==> config.mk <==
export PLATFORM = sky130hd
export DESIGN_NAME = tt_um_qsn_inv
export DESIGN_NICKNAME = d
export VERILOG_FILES = /design/src/rtl/qsn_pkg.sv /design/src/rtl/qsn_inv_fifo.sv /design/src/rtl/tt_um_qsn_inv.sv
export SDC_FILE = /design/constraint.sdc
export NUM_CORES = 1
export LEC_CHECK = 0
export CORE_ASPECT_RATIO = 1.1
export CORE_MARGIN = 3
export CORE_UTILIZATION = 50
export CTS_BUF_LIST = sky130_fd_sc_hd__clkbuf_4 sky130_fd_sc_hd__clkbuf_8
export CTS_CLUSTER_SIZE = 30
export DETAILED_ROUTE_END_ITERATION = 12
export DONT_BUFFER_PORTS = 1
export HOLD_SLACK_MARGIN = 0.05
export SLEW_MARGIN = 20
export SYNTH_ARGS = -nofsm -noshare
export SYNTH_HDL_FRONTEND = slang
export SYNTH_SLANG_ARGS = --single-unit
==> constraint.sdc <==
create_clock -name clk -period 3.1 [get_ports clk]
set_clock_uncertainty 0.05 [all_clocks]
set_input_delay 0.62 -clock clk [delete_from_list [all_inputs] [get_ports clk]]
set_output_delay 0.62 -clock clk [all_outputs]
set_load 0.02 [all_outputs]
==> src/rtl/qsn_pkg.sv <==
// Shared constants, types and rotation helper for the forward and inverse QSN.
package qsn_pkg;

    localparam int LiftingFactor = 4;
    localparam int ShiftWidth    = $clog2(LiftingFactor);
    localparam int Depth         = 4;

    typedef logic [LiftingFactor-1:0] word_t;
    typedef logic [ShiftWidth-1:0]    shift_t;

    typedef enum logic {
        ROT_FWD = 1'b0,
        ROT_INV = 1'b1
    } rot_dir_e;

    // Forward: O[i] = I[(i+s) mod Z]; inverse: O[i] = I[(i-s) mod Z].
    // The index wraps through shift_t, which is exact because Z is a power of two.
    function automatic word_t rotate(input word_t w, input shift_t s, input rot_dir_e dir);
        word_t  r;
        shift_t idx;
        r = '0;
        for (int i = 0; i < LiftingFactor; i++) begin
            idx  = (dir == ROT_FWD) ? shift_t'(i) + s : shift_t'(i) - s;
            r[i] = w[idx];
        end
        return r;
    endfunction

endpackage

==> src/rtl/qsn_inv_fifo.sv <==
// Depth x LiftingFactor first-word-fall-through FIFO with sticky overflow/underflow.
module qsn_inv_fifo
    import qsn_pkg::*;
(
    input  logic  clk,
    input  logic  rst_n,
    input  logic  push,
    input  word_t push_data,
    input  logic  pop,
    output word_t head,
    output logic  full,
    output logic  empty,
    output logic  overflow,
    output logic  underflow,
    output logic  push_accept,
    output logic  pop_accept
);

    localparam int PtrWidth = $clog2(Depth);
    localparam int CntWidth = PtrWidth + 1;

    typedef logic [PtrWidth-1:0] ptr_t;
    typedef logic [CntWidth-1:0] cnt_t;

    localparam cnt_t DepthCnt = cnt_t'(Depth);

    word_t mem_q [Depth];
    word_t mem_d [Depth];
    ptr_t  wr_ptr_q, wr_ptr_d;
    ptr_t  rd_ptr_q, rd_ptr_d;
    cnt_t  count_q, count_d;
    logic  overflow_q, overflow_d;
    logic  underflow_q, underflow_d;

    assign full      = (count_q == DepthCnt);
    assign empty     = (count_q == '0);
    assign head      = mem_q[rd_ptr_q];
    assign overflow  = overflow_q;
    assign underflow = underflow_q;

    // A push into a full FIFO still lands when a pop frees the head slot in the same cycle.
    always_comb begin
        push_accept = push & (~full | pop);
        pop_accept  = pop & ~empty;
        mem_d       = mem_q;
        wr_ptr_d    = wr_ptr_q;
        rd_ptr_d    = rd_ptr_q;
        if (push_accept) begin
            mem_d[wr_ptr_q] = push_data;
            wr_ptr_d        = wr_ptr_q + ptr_t'(1);
        end
        if (pop_accept) begin
            rd_ptr_d = rd_ptr_q + ptr_t'(1);
        end
        count_d     = count_q + cnt_t'(push_accept) - cnt_t'(pop_accept);
        overflow_d  = overflow_q | (push & full & ~pop);
        underflow_d = underflow_q | (pop & empty);
    end

    always_ff @(posedge clk or negedge rst_n) begin
        if (!rst_n) begin
            for (int i = 0; i < Depth; i++) begin
                mem_q[i] <= '0;
            end
            wr_ptr_q    <= '0;
            rd_ptr_q    <= '0;
            count_q     <= '0;
            overflow_q  <= 1'b0;
            underflow_q <= 1'b0;
        end else begin
            mem_q       <= mem_d;
            wr_ptr_q    <= wr_ptr_d;
            rd_ptr_q    <= rd_ptr_d;
            count_q     <= count_d;
            overflow_q  <= overflow_d;
            underflow_q <= underflow_d;
        end
    end

endmodule

==> src/rtl/tt_um_qsn_inv.sv <==
// TinyTapeout top: strobe-driven inverse QSN feeding a FWFT result FIFO.
// Define QSN_INV_STATS_EN to expose accepted push/pop counters on uio_out.
module tt_um_qsn_inv
    import qsn_pkg::*;
(
    input  logic       clk,
    input  logic       rst_n,
    input  logic       ena,
    input  logic [7:0] ui_in,
    output logic [7:0] uo_out,
    input  logic [7:0] uio_in,
    output logic [7:0] uio_out,
    output logic [7:0] uio_oe
);

    // Strobes reset high so a pin held high through reset never looks like a rising edge.
    localparam logic [7:0] SyncResetVal = 8'hC0;

    logic [7:0] sync1_q, sync1_d;
    logic [7:0] sync2_q, sync2_d;
    logic [1:0] prev_q, prev_d;
    logic [7:0] uo_q, uo_d;

    word_t  rot_word;
    word_t  unrot_word;
    word_t  head;
    word_t  head_shown;
    shift_t shift;
    logic   push_evt, pop_evt;
    logic   full, empty, overflow, underflow;
    logic   push_accept, pop_accept;
    logic   unused_ok;

    always_comb begin
        sync1_d    = ui_in;
        sync2_d    = sync1_q;
        prev_d     = sync2_q[7:6];
        rot_word   = '0;
        for (int k = 0; k < LiftingFactor; k++) begin
            rot_word[k] = sync2_q[LiftingFactor-1-k];
        end
        shift      = {sync2_q[4], sync2_q[5]};
        push_evt   = sync2_q[6] & ~prev_q[0];
        pop_evt    = sync2_q[7] & ~prev_q[1];
        unrot_word = rotate(rot_word, shift, ROT_INV);
    end

    qsn_inv_fifo u_fifo (
        .clk         (clk),
        .rst_n       (rst_n),
        .push        (push_evt),
        .push_data   (unrot_word),
        .pop         (pop_evt),
        .head        (head),
        .full        (full),
        .empty       (empty),
        .overflow    (overflow),
        .underflow   (underflow),
        .push_accept (push_accept),
        .pop_accept  (pop_accept)
    );

    // Head word appears on the pins bit-reversed and is blanked while the FIFO is empty.
    always_comb begin
        head_shown = empty ? word_t'(0) : head;
        uo_d       = {overflow, underflow, ~full, ~empty, 4'b0000};
        for (int k = 0; k < LiftingFactor; k++) begin
            uo_d[LiftingFactor-1-k] = head_shown[k];
        end
    end

    always_ff @(posedge clk or negedge rst_n) begin
        if (!rst_n) begin
            sync1_q <= SyncResetVal;
            sync2_q <= SyncResetVal;
            prev_q  <= 2'b11;
            uo_q    <= '0;
        end else begin
            sync1_q <= sync1_d;
            sync2_q <= sync2_d;
            prev_q  <= prev_d;
            uo_q    <= uo_d;
        end
    end

    assign uo_out = uo_q;

`ifdef QSN_INV_STATS_EN
    logic [3:0] push_cnt_q, push_cnt_d;
    logic [3:0] pop_cnt_q, pop_cnt_d;

    always_comb begin
        push_cnt_d = push_cnt_q + {3'b000, push_accept};
        pop_cnt_d  = pop_cnt_q + {3'b000, pop_accept};
    end

    always_ff @(posedge clk or negedge rst_n) begin
        if (!rst_n) begin
            push_cnt_q <= '0;
            pop_cnt_q  <= '0;
        end else begin
            push_cnt_q <= push_cnt_d;
            pop_cnt_q  <= pop_cnt_d;
        end
    end

    assign uio_out   = {push_cnt_q, pop_cnt_q};
    assign uio_oe    = 8'hFF;
    assign unused_ok = &{1'b0, ena, uio_in};
`else
    assign uio_out   = 8'h00;
    assign uio_oe    = 8'h00;
    assign unused_ok = &{1'b0, ena, uio_in, push_accept, pop_accept};
`endif

endmodule

==> results.yml <==
routing:
  drt-wirelength-per-cell_um: 14.5
  wirelength_um: 2830
  drtAntennaViolNets: 0
  routed-via-count: 948
  vias_per_cell: 4.84
  drt_first_iter_violations: 38
  remaining_drc_errors: 0
  dr.pass1.iters: 4
worst_setup_path:
  worst_ep_required_time_ns: 3.28
  path_class: "register to register"
  end_kind: "register"
  worstSetupStartpointType: "register"
  arrival_ns: 2.66
  cp_max_fo: 6
global_routing:
  gr-usage-all-layers: 0.133
  grt_first_pass_wirelength_um: 4790
  grt_pass1_vias: 1022
  antenna_found_initial: 0
  grt_overflow: 0
  grt_max_degree: 46
yosys:
  yosysWarnings: 0
  synth_cells: 137
  synthArstFlopShare: 1.00
  synth_flop_cell: "dfrtp_1"
  netlist_area_sq_um: 2120
  synth_cell_types: 22
  ys_seq_area_frac: 0.606
  synth_edf_count: 0
  synth_seq_cells: 51
  synth_top_area_cell: "dfrtp_1"
  yosysMostFrequentCell: "dfrtp_1"
  ys_top_cells_by_area: "dfrtp_1 (53%), mux2_2 (9.0%), mux4_2 (8.5%)"
  yosysTopAreaCellShare: 0.531
  synth_commonest_cells: "dfrtp_1 (45), mux2_2 (17), buf_4 (16), inv_1 (12), mux4_2 (8)"
  postSynthAreaPerCell_sq_um: 15.5
clock_tree:
  clockRootBuffer: "clkbuf_8"
  clkLatencyLatePin_ns: 0.30
  post_cts_buffers: 0
  cts_resized: 0
  tritoncts: "yes"
  cts.sinks: 51
  postCtsHoldBufs: 1
  numCtsBuffers: 5
  cts_max_level: 2
  clockBufferDepth: 2
  clk_pin_slew_worst_paths_ns: 0.09
placement:
  dp_hpwl_um: 2000
  io_buffers: 0
  pre_cts_ws_ns: 0.648
  gp_congestion: 0.682
floorplan:
  die_w_um: 68.1
  core-area_sq_um: 4020
  initial_core_util: 0.527
  num_io_pins: 43
  die_y_um: 74.3
  num_rows: 24
  fp.dieArea_sq_um: 5060
pwr:
  power_density_nw_per_um2: 892
  ir_drop_v: 0.000369
  p_leak_nw: 0.971
sta:
  rsz0062_at_grt: "false"
  hold_violations: 0
  drv_slew: 0
  fmax_mhz: 403
  tns_ns: 0
  layout_setup_ws_ns: 0.616
  period_share: 0.801
  layout_min_cycle_time_ns: 2.48
  setup_violations: 0
finish:
  final_core_util: 0.555
  area_growth_pct: 5.43
  regArea_sq_um: 1280
  multiInputGateArea_sq_um: 717
  nNetsFinal: 169
  diodes: 0
  fillCellCount: 357
  layout-drive-gt1-share: 0.319
run_status:
  outcome: "finished clean"
worst_hold_path:
  hold_class: "primary input to asynchronous set/reset pin"
job:
  cap_viol_max_count: 0
## through the flow
stage	hold WS (ns)	area [sq um]	power, mW	std cells
6_report	0.0944	2230	1.99	196
5_1_grt	0.0826	2230	2.15	196
4_1_cts	0.0943	2230	2.03	196
3_5_place_dp	0.276	2120	1.64	187
3_3_place_gp	0.276	2120	1.60	187
2_1_floorplan	0.274	2180	1.54	152
## layout make-up
cell class / count / area share
repair buffers: 2 / 0.0157
multi-input cells: 71 / 0.321
well taps: 52 / 0.0291
clock inverters: 1 / 0.00224
flip-flops and latches: 51 / 0.574
clock buffers: 7 / 0.0375
inverters: 12 / 0.0202
## registers in the layout, summed over array words and instances (netlist names)
| register | cells |
|---|---|
| sync1_q | 8 |
| uo_out | 8 |
| u_fifo.count_q | 3 |
| u_fifo.underflow | 1 |
| u_fifo.mem_q | 16 |
| u_fifo.rd_ptr_q | 2 |
| u_fifo.overflow | 1 |
| sync2_q | 8 |
| u_fifo.wr_ptr_q | 2 |
| prev_q | 2 |
## placed cells by master (no fill, tap or decap), drive strengths merged, types with 3 or more instances in the layout
cell type | synthesis | routed
xnor2 | 3 | 3
ha | 6 | 6
inv | 12 | 12
dfstp | 6 | 6
mux4 | 8 | 8
conb | 1 | 16
a211oi | 4 | 4
dfrtp | 45 | 45
mux2 | 17 | 17
clkbuf | 0 | 7
and2 | 4 | 4
## worst max-delay path: stages (launching register included)
cell,delay [ns]
dfstp_2,0.54
nand2b_1,0.17
a21oi_1,0.36
inv_1,0.09
ha_1,0.29
inv_1,0.04
ha_1,0.18
fa_1,0.37
xnor2_1,0.20
xnor2_1,0.13
## report_power, final
group,switching [mW],total [mW],internal (mW)
clock,0.196,0.372,0.176
combinational,0.201,0.509,0.309
sequential,0.214,1.11,0.898
## path summary, 6_finish.rpt
kind | start | end | slack, ns | cells past startpoint
max | sync2_q[6] | u_fifo.count_q[2] | 0.62 | 9
min | rst_n | uo_out[2] | 0.09 | 1
max reg2reg | sync2_q[6] | u_fifo.count_q[2] | 0.62 | 9
min reg2reg | sync1_q[1] | sync2_q[1] | 0.30 | 0
max in group asynchronous | rst_n | sync1_q[2] | 2.69 | 1
min in group clk | ui_in[7] | sync1_q[7] | 0.26 | 0
## layer usage
| metal | track usage | routed length, um | vias up |
|---|---|---|---|
| li1 | - | - | 436 |
| met4 | 0.0530 | 53 | 0 |
| met1 | 0.158 | 1200 | 481 |
| met2 | 0.217 | 1410 | 26 |
| met5 | 0 | 0 | - |
| met3 | 0.0498 | 168 | 5 |
## cells by family (layout without fill, tap and decap cells)
family / after synthesis / count (layout) / share of synthesized area
other: 1 / 16 / 0.00177
buffers and inverters: 30 / 22 / 0.0826
muxes: 25 / 25 / 0.175
adders and majority gates: 7 / 7 / 0.0449
and+or+nand+nor: 11 / 11 / 0.0360
DFF: 51 / 51 / 0.606
xor gates and xnor gates: 5 / 5 / 0.0207
AOI/OAI and AO/OA: 7 / 7 / 0.0331
(Power assumes the default switching activity.)
